### config.mk
export PLATFORM = sky130hd
export DESIGN_NAME = t_mod_counter
export DESIGN_NICKNAME = d
export VERILOG_FILES = /design/src/rtl/t_mod_counter_pkg.sv /design/src/rtl/led7_decoder.sv /design/src/rtl/t_mod_counter_adj_repeat.sv /design/src/rtl/t_mod_counter.sv
export SDC_FILE = /design/constraint.sdc
export NUM_CORES = 1
export LEC_CHECK = 0
export CAP_MARGIN = 20
export CORE_ASPECT_RATIO = 1.25
export CORE_MARGIN = 2
export CORE_UTILIZATION = 35
export DETAILED_ROUTE_END_ITERATION = 10
export PLACE_DENSITY = 0.63
export RECOVER_POWER = 50
export SETUP_SLACK_MARGIN = 0.1
export SLEW_MARGIN = 20
export SYNTH_ARGS = -nofsm -noshare
export SYNTH_HDL_FRONTEND = slang
export SYNTH_SLANG_ARGS = --single-unit
export TNS_END_PERCENT = 5
### constraint.sdc
create_clock -name clk50 -period 7.57 [get_ports clk50]
set_input_delay 1.8925 -clock clk50 [delete_from_list [all_inputs] [get_ports clk50]]
set_output_delay 1.8925 -clock clk50 [all_outputs]
set_load 0.05 [all_outputs]
### src/rtl/t_mod_counter_pkg.sv
// rtl/t_mod_counter_pkg.sv - shared clock-stage constants, adjust FSM encoding and BCD split helper
package t_mod_counter_pkg;

  localparam int MOD_SEC  = 60;
  localparam int MOD_MIN  = 60;
  localparam int MOD_HOUR = 24;

  localparam int REPEAT_DELAY_DEF  = 25_000_000;
  localparam int REPEAT_PERIOD_DEF = 5_000_000;

  typedef enum logic [1:0] {
    ADJ_IDLE   = 2'd0,
    ADJ_PRESS  = 2'd1,
    ADJ_REPEAT = 2'd2
  } adj_state_e;

  typedef struct packed {
    logic [3:0] tens;
    logic [3:0] units;
  } bcd_pair_t;

  // Counts never exceed 99, so a 7-bit value covers every legal modulus.
  function automatic bcd_pair_t bcd_split(input logic [6:0] value);
    bcd_pair_t r;
    r.tens  = 4'(value / 7'd10);
    r.units = 4'(value % 7'd10);
    return r;
  endfunction

endpackage

### src/rtl/led7_decoder.sv
// rtl/led7_decoder.sv - BCD digit to active-high 7-segment pattern, bit 0 = segment a
module led7_decoder (
  input  logic       enable_i,
  input  logic [3:0] digit_i,
  output logic [6:0] seg_o
);

  always_comb begin
    seg_o = 7'h00;
    if (enable_i) begin
      case (digit_i)
        4'd0:    seg_o = 7'h3F;
        4'd1:    seg_o = 7'h06;
        4'd2:    seg_o = 7'h5B;
        4'd3:    seg_o = 7'h4F;
        4'd4:    seg_o = 7'h66;
        4'd5:    seg_o = 7'h6D;
        4'd6:    seg_o = 7'h7D;
        4'd7:    seg_o = 7'h07;
        4'd8:    seg_o = 7'h7F;
        4'd9:    seg_o = 7'h6F;
        default: seg_o = 7'h00;
      endcase
    end
  end

endmodule

### src/rtl/t_mod_counter_adj_repeat.sv
// rtl/t_mod_counter_adj_repeat.sv - adjust button edge detect with hold-to-auto-repeat timer
module t_mod_counter_adj_repeat
  import t_mod_counter_pkg::*;
#(
  parameter int REPEAT_DELAY  = REPEAT_DELAY_DEF,
  parameter int REPEAT_PERIOD = REPEAT_PERIOD_DEF
) (
  input  logic clk_i,
  input  logic reset_i,
  input  logic adj_n_i,
  output logic a_evt_o
);

  localparam int TMAX = (REPEAT_DELAY > REPEAT_PERIOD) ? REPEAT_DELAY : REPEAT_PERIOD;
  localparam int TW   = $clog2(TMAX + 1);
  localparam logic [TW-1:0] DELAY_LAST  = TW'(REPEAT_DELAY - 1);
  localparam logic [TW-1:0] PERIOD_LAST = TW'(REPEAT_PERIOD - 1);

  adj_state_e    state_q, state_d;
  logic [TW-1:0] timer_q, timer_d;
  logic          adj_q;

  // adj_q keeps tracking the button through reset, so a button already held
  // when reset releases is not mistaken for a fresh press.
  always_ff @(posedge clk_i) begin
    adj_q <= adj_n_i;
    if (reset_i) begin
      state_q <= ADJ_IDLE;
      timer_q <= '0;
    end else begin
      state_q <= state_d;
      timer_q <= timer_d;
    end
  end

  always_comb begin
    state_d = state_q;
    timer_d = timer_q;
    a_evt_o = 1'b0;
    case (state_q)
      ADJ_IDLE: begin
        if (adj_q && !adj_n_i) begin
          a_evt_o = 1'b1;
          timer_d = '0;
          state_d = ADJ_PRESS;
        end
      end
      ADJ_PRESS: begin
        if (adj_n_i) begin
          state_d = ADJ_IDLE;
          timer_d = '0;
        end else if (timer_q == DELAY_LAST) begin
          a_evt_o = 1'b1;
          timer_d = '0;
          state_d = ADJ_REPEAT;
        end else begin
          timer_d = timer_q + 1'b1;
        end
      end
      ADJ_REPEAT: begin
        if (adj_n_i) begin
          state_d = ADJ_IDLE;
          timer_d = '0;
        end else if (timer_q == PERIOD_LAST) begin
          a_evt_o = 1'b1;
          timer_d = '0;
        end else begin
          timer_d = timer_q + 1'b1;
        end
      end
      default: begin
        state_d = ADJ_IDLE;
        timer_d = '0;
      end
    endcase
  end

endmodule

### src/rtl/t_mod_counter.sv
// rtl/t_mod_counter.sv - modulo time-digit counter with carry chaining, button adjust and 7-segment outputs
module t_mod_counter
  import t_mod_counter_pkg::*;
#(
  parameter int MODULUS       = MOD_HOUR,
  parameter int WIDTH         = 6,
  parameter int INIT          = 23,
  parameter int REPEAT_DELAY  = REPEAT_DELAY_DEF,
  parameter int REPEAT_PERIOD = REPEAT_PERIOD_DEF
) (
  input  logic             clk50,
  input  logic             reset,
  input  logic             carry_in,
  input  logic             hold,
  input  logic             adj_n,
  input  logic             adj_up,
  output logic [WIDTH-1:0] count,
  output logic             carry_out,
  output logic [3:0]       tens,
  output logic [3:0]       units,
  output logic [6:0]       led_tens,
  output logic [6:0]       led_units
);

  localparam logic [WIDTH-1:0] LAST   = WIDTH'(MODULUS - 1);
  localparam logic [WIDTH-1:0] INIT_V = WIDTH'(INIT);

  logic [WIDTH-1:0] count_q, count_d;
  logic             carry_q, carry_d;
  logic             carry_in_q;
  logic             c_evt;
  logic             a_evt;
  logic [6:0]       count_ext;
  bcd_pair_t        digits;

  assign c_evt = carry_in & ~carry_in_q & ~hold;

  t_mod_counter_adj_repeat #(
    .REPEAT_DELAY  (REPEAT_DELAY),
    .REPEAT_PERIOD (REPEAT_PERIOD)
  ) u_adj (
    .clk_i   (clk50),
    .reset_i (reset),
    .adj_n_i (adj_n),
    .a_evt_o (a_evt)
  );

  // Adjust wins over a coincident carry step; an out-of-range count always recovers to 0.
  always_comb begin
    count_d = count_q;
    carry_d = 1'b0;
    if (a_evt) begin
      if (count_q > LAST) begin
        count_d = '0;
      end else if (adj_up) begin
        count_d = (count_q == LAST) ? '0 : count_q + 1'b1;
      end else begin
        count_d = (count_q == '0) ? LAST : count_q - 1'b1;
      end
    end else if (c_evt) begin
      if (count_q > LAST) begin
        count_d = '0;
      end else if (count_q == LAST) begin
        count_d = '0;
        carry_d = 1'b1;
      end else begin
        count_d = count_q + 1'b1;
      end
    end
  end

  // carry_in_q samples even while hold=1 so releasing hold never fakes an edge.
  always_ff @(posedge clk50) begin
    if (reset) begin
      count_q    <= INIT_V;
      carry_q    <= 1'b0;
      carry_in_q <= 1'b0;
    end else begin
      count_q    <= count_d;
      carry_q    <= carry_d;
      carry_in_q <= carry_in;
    end
  end

  assign count     = count_q;
  assign carry_out = carry_q;

  assign count_ext = 7'(count_q);
  assign digits    = bcd_split(count_ext);
  assign tens      = digits.tens;
  assign units     = digits.units;

  led7_decoder u_led_tens (
    .enable_i (1'b1),
    .digit_i  (digits.tens),
    .seg_o    (led_tens)
  );

  led7_decoder u_led_units (
    .enable_i (1'b1),
    .digit_i  (digits.units),
    .seg_o    (led_units)
  );

endmodule

==> results of run 1 <==
## worst register-to-register path, stage by stage, from the launching register on
cell and delay, ps:
dfxtp_1 350, or4_4 540, or4_1 480, o21a_1 190
o21a_1 250, o21ai_0 1450, o21ai_0 260
## Yosys cell counts, types with 4 or more instances
cell	instances
nand3_1	13
nand4_1	6
a31oi_1	8
nor4_1	5
nor2b_1	7
clkbuf_1	8
nor3b_1	4
a211oi_1	8
dfxtp_1	36
xor2_1	9
inv_1	18
nand2b_1	6
nor2_1	42
nand2_1	38
a21oi_1	19
xnor2_1	14
ha_1	19
o21ai_0	19
nor3_1	9
## final timing paths
check,start,to,depth (start not counted)
setup / recovery,count[2],led_units[3],12
hold / removal,u_adj.timer_q[1],u_adj.timer_q[1],2
setup reg to reg,u_adj.timer_q[12],u_adj.timer_q[10],6
hold reg to reg,u_adj.timer_q[1],u_adj.timer_q[1],2
## logic make-up (layout without fill, tap and decap cells)
logic type / after synthesis / count (layout) / synth area share
xor gates and xnor gates: 23 / 23 / 0.0718
other: 1 / 1 / 0.00134
muxes: 4 / 4 / 0.0147
adders and majority gates: 19 / 19 / 0.0847
DFF: 36 / 36 / 0.257
AOI/OAI and AO/OA: 86 / 86 / 0.212
and+or+nand+nor: 157 / 157 / 0.291
buffers and inverters: 37 / 61 / 0.0678
## per-layer routing
| metal | up-vias | global-route usage | routed length [microns] |
|---|---|---|---|
| met4 | 0 | 0.0449 | 114 |
| met3 | 10 | 0.0246 | 241 |
| met5 | - | 0 | 0 |
| li1 | 1340 | - | - |
| met1 | 1261 | 0.180 | 2880 |
| met2 | 69 | 0.294 | 3620 |
## sequential cells by signal, indices dropped and copies added, names as in the netlist
| register | count |
|---|---|
| carry_in_q | 1 |
| carry_out | 1 |
| count | 6 |
| u_adj.adj_q | 1 |
| u_adj.state_q | 2 |
| u_adj.timer_q | 25 |
## area by class of cell
class / count / area, sq um
clock buffer: 6 / 72.6
clock inverter: 1 / 5.00
fill: 832 / 4600
inverter: 19 / 71.3
multi-input combinational: 290 / 1860
sequential: 36 / 721
tap: 95 / 119
timing repair buffer: 35 / 345
## where the power goes
| group | total (mW) | internal (mW) | switching (mW) |
|---|---|---|---|
| clock network | 0.133 | 0.0626 | 0.0701 |
| logic | 0.330 | 0.110 | 0.220 |
| registers | 0.205 | 0.194 | 0.0109 |
==> flow_summary_export.csv, run 1 <==
group,metric,value,unit
run_status,status,"finished with violations",
run_status,violations,"capacitance limit, slew limit",
layout,fin_cells,482,
route,ant_nets,0,
timing,setup_violations,0,
logic_synthesis,syn_area,0.00281,sq mm
route,wire_per_inst,14.2,microns
timing,post-route-min-period,6700,ps
logic_synthesis,synth_top_area_share,0.257,
placement,placedInstanceArea,0.00315,sq mm
route,drtPass1Iterations,4,
global_route,grt_start_max_net_pins,29,
power,p_total,0.668,mW
timing,fin_worst_skew,6.61,ps
critical_path,cp.buffers_inverters,2,
route,wirelength,6860,microns
floorplan,boundaryPins,35,
logic_synthesis,syn_inst,363,
layout,final_core_util,0.410,
timing,rsz0062_at_grt,"no",
route,viasPerCell,5.56,
power,power.density,209,mW/mm^2
logic_synthesis,async_flop_share,0,
clock_network,htreeDepth,2,
floorplan,fp-row-count,36,
clock_network,tritoncts,"yes",
critical_path,worst_path_dominant_cell_family,"compound AO/OA/AOI/OAI gates",
floorplan,die_area,0.00875,sq mm
logic_synthesis,ys_seq_area_frac,0.257,
logic_synthesis,synth_area_per_cell,7.73,sq um
floorplan,dieHeight,104,microns
logic_synthesis,yosysWarningCount,0,
clock_network,clock_sinks,36,
logic_synthesis,synth_enable_flop_cells,0,
timing,finalCritPeriodShare,0.885,
critical_path,required,5680,ps
clock_network,cts.path.max_buffers,2,
global_route,grt_pass1_wl,11700,microns
power,max-vdd-ir-drop,128,uV
logic_synthesis,ys_types,69,
min_path,hold_path.class,"reg2reg",
clock_network,clockRootBuffer,"clkbuf_8",
clock_network,clkTransAtPathRegs,80,ps
layout,mostFrequentLayoutCells,"42 x nor2_1, 38 x nand2_1, 36 x dfxtp_1, 23 x clkdlybuf4s50_1, 21 x o21ai_0",
critical_path,cpMaxStageDelayCell,"clkdlybuf4s50_1",
timing,setup_ws,867,ps
logic_synthesis,yosysTopAreaCell,"dfxtp_1",
layout,area_growth,13.8,%
timing,finalHoldViolCount,0,
floorplan,chipWidth,84.1,microns
critical_path,critical_path.cell_chain,"nand2b_1, and3_1, a211oi_1, ha_1, a21oi_1, o21ai_0, a21oi_1, xnor2_1, ha_1, inv_1, a221oi_1, clkdlybuf4s50_1",
global_route,antenna_found_initial,0,
critical_path,cp-start-kind,"flop",
run,max_cap_viol_count,2,
floorplan,coreArea,0.00779,sq mm
logic_synthesis,synth_seq_cells,36,
timing,drv_slew,25,
timing,whs,516,ps
logic_synthesis,ys.flop_type,"dfxtp_1",
clock_network,clock_latency,290,ps
layout,design_area,0.00319,sq mm
logic_synthesis,synthTopCellsByArea,"dfxtp_1 26%, ha_1 8.5%, nor2_1 5.6%, nand2_1 5.1%, xnor2_1 4.4%",
power,leakage,1.18,nW
floorplan,start_util,0.360,
critical_path,crit_type,"reg2out",
critical_path,path_max_fanout,19,
clock_network,cts_resized,0,
route,drc,0,
timing,worst_slew_pin_slew,1870,ps
timing,slew_headroom,-0.258,
layout,final_nets,412,
global_route,grt_overflow,0,
layout,layout-drive-gt1-share,0.0646,
critical_path,rrSetupSlack,3860,ps
global_route,grt_pass1_vias,2534,
critical_path,end_kind,"output port",
placement,gp_congestion,0.852,
placement,place_inst,475,
critical_path,worstPathArrival,4810,ps
placement,pre_cts_slack,1180,ps
global_route,track_usage,0.157,
logic_synthesis,syn-num-nets,388,
route,drt-initial-drc-count,147,
clock_network,postCtsSetupBuffers,0,
placement,port-buffer-count,33,
route,vias,2680,
placement,post-dp-hpwl,5150,microns
timing,fmax,149,MHz
layout,n_antenna_cell,0,
critical_path,critPathMaxStageDelay,850,ps
timing,setup_tns,0,ps
layout,layout_commonest_cell,"nor2_1",
clock_network,cts_buffers,5,
clock_network,hold_buffers,0,
Note: power is estimated with default switching activity, not from simulation.
==> run 2: changes to the inputs <==
- CORE_UTILIZATION: 35 -> 61
- PLACE_DENSITY: 0.63 -> 0.95
==> run 2 against run 1 <==
Effect of this change: the flow still finishes with violations (capacitance limit, slew limit); global-route usage grew 11 points; fmax shrank 3.5%; final cell count shrank 7.9%; register-to-register slack lost 40 ps; critical path depth is the same; combinational power is essentially flat; final area shrank 1.7%; via count grew 3.2%; largest power group unchanged; count of clock-buffer cells in the layout is the same; clock power is essentially flat; wire length shrank 4.1%.
==> flow_summary_export.csv, run 2 (synthesis results as in run 1) <==
group,metric,value,unit
timing,drv_slew,19,
min_path,min_to,"u_adj.timer_q[1]",
global_route,grt_start_max_net_pins,30,
timing,slew_headroom,-0.262,
clock_network,clock_sinks,36,
layout,layout-drive-gt1-share,0.0596,
min_path,hold_path_depth,2,
clock_network,hold_buffers,0,
timing,post-route-min-period,6940,ps
critical_path,end_kind,"output port",
layout,area_growth,11.9,%
global_route,grt_pass1_wl,11200,microns
timing,rsz0062_at_grt,"no",
power,leakage,1.18,nW
timing,whs,531,ps
clock_network,clockRootBuffer,"clkbuf_8",
timing,setup_ws,625,ps
route,wire_per_inst,14.8,microns
run_status,violations,"capacitance limit, slew limit",
critical_path,r2r_cells,6,
layout,largest_register_ffs,25,
route,drtPass1Iterations,6,
timing,finalCritPeriodShare,0.917,
critical_path,crit_type,"reg2out",
layout,final_core_util,0.709,
placement,pre_cts_slack,1020,ps
layout,regMostFlops,"u_adj.timer_q",
power,power.density,212,mW/mm^2
global_route,grt_overflow,0,
layout,layout_commonest_cell,"nor2_1",
floorplan,coreArea,0.00443,sq mm
critical_path,cp-start-kind,"flop",
timing,setup_violations,0,
critical_path,cpMaxStageDelayCell,"clkdlybuf4s50_1",
route,drc,0,
timing,finalHoldViolCount,0,
placement,gp_congestion,0.859,
floorplan,fp-row-count,27,
layout,fillCellCount,346,
critical_path,r2r-end,"u_adj.timer_q[10]",
critical_path,path_max_fanout,23,
power,max-vdd-ir-drop,161,uV
layout,mostFrequentLayoutCells,"42 x nor2_1, 38 x nand2_1, 36 x dfxtp_1, 23 x clkdlybuf4s50_1, 20 x o21ai_0",
route,wirelength,6580,microns
critical_path,r2r-start,"u_adj.timer_q[12]",
floorplan,die_area,0.00516,sq mm
clock_network,postCtsSetupBuffers,0,
floorplan,boundaryPins,35,
global_route,antenna_found_initial,0,
route,drt-initial-drc-count,167,
critical_path,cp.buffers_inverters,2,
timing,worst_slew_pin_slew,1870,ps
critical_path,worstPathArrival,5050,ps
floorplan,dieHeight,79.8,microns
layout,final_nets,411,
clock_network,tritoncts,"yes",
clock_network,clock_latency,300,ps
critical_path,critPathMaxStageDelay,870,ps
clock_network,cts_buffers,5,
critical_path,crit_path_start,"count[4]",
global_route,grt_pass1_vias,2612,
route,viasPerCell,6.23,
route,ant_nets,0,
min_path,hold_path.class,"reg2reg",
floorplan,chipWidth,64.7,microns
critical_path,required,5680,ps
global_route,track_usage,0.270,
power,p_total,0.667,mW
clock_network,htreeDepth,2,
clock_network,clkTransAtPathRegs,70,ps
clock_network,cts.path.max_buffers,2,
placement,port-buffer-count,33,
placement,post-dp-hpwl,4750,microns
floorplan,start_util,0.634,
run_status,status,"finished with violations",
layout,n_antenna_cell,0,
critical_path,worst_path_dominant_cell_family,"compound AO/OA/AOI/OAI gates",
route,vias,2765,
min_path,hold_start,"u_adj.timer_q[1]",
clock_network,cts_resized,0,
timing,fin_worst_skew,7.59,ps
critical_path,rrSetupSlack,3820,ps
run,max_cap_viol_count,2,
critical_path,critical_path.cell_chain,"nand2b_1, o21ai_0, a211oi_1, ha_1, a21oi_1, o21ai_0, a21oi_1, xnor2_1, ha_1, inv_1, a221oi_1, clkdlybuf4s50_1",
timing,setup_tns,0,ps
timing,fmax,144,MHz
run 2: cell count changes in the layout (fill, tap and decap cells not counted):
cell and change:
buf_4 -1, o21ba_2 -1, o21ai_0 -1, o21ba_1 +1, o21ai_1 +1
run 2: how the worst max path moves through the flow:
stage,depth (start not counted),end
after detailed placement,12,led_units[3]
final,12,led_units[3]
after floorplan,13,led_units[3]
after global routing,12,led_units[3]
after global placement,12,led_units[3]
after CTS,12,led_units[3]
run 2: where the power goes:
group	internal (mW)	leakage, nW	switching (mW)
Combinational	0.109	0.843	0.219
Sequential	0.194	0.292	0.0127
Clock	0.0626	0.0410	0.0687
Total	0.366	1.18	0.301
run 2: area by class of cell:
class / count / area, sq um / share of cell area
multi-input combinational: 290 / 1860 / 0.592
tap: 58 / 72.6 / 0.0231
clock buffer: 6 / 72.6 / 0.0231
timing repair buffer: 34 / 338 / 0.108
clock inverter: 1 / 5.00 / 0.00159
sequential: 36 / 721 / 0.230
inverter: 19 / 71.3 / 0.0227
run 2: metal layers:
metal  up-vias  track usage  wire length (microns)
li1       1337            -                      -
met1      1260        0.291                   2630
met2       139        0.495                   3360
met3        29       0.0437                    355
met4         0        0.153                    234
met5         -            0                      0
run 2: worst min-delay path, stage by stage (launching register included):
cell and delay [ps]:
dfxtp_1 360, nand2_1 70, a21oi_1 60
run 2: metrics by stage:
stage,cells,area [sq um]
5_1_grt,444,3140
3_3_place_gp,437,3100
4_1_cts,444,3170
2_1_floorplan,363,2810
3_5_place_dp,437,3100
6_report,444,3140
==> run 3: changes to the inputs <==
- SLEW_MARGIN: 20 -> 5
==> results of run 3 <==
Same layout as run 2: the final DEF is identical, and so are final timing and power.
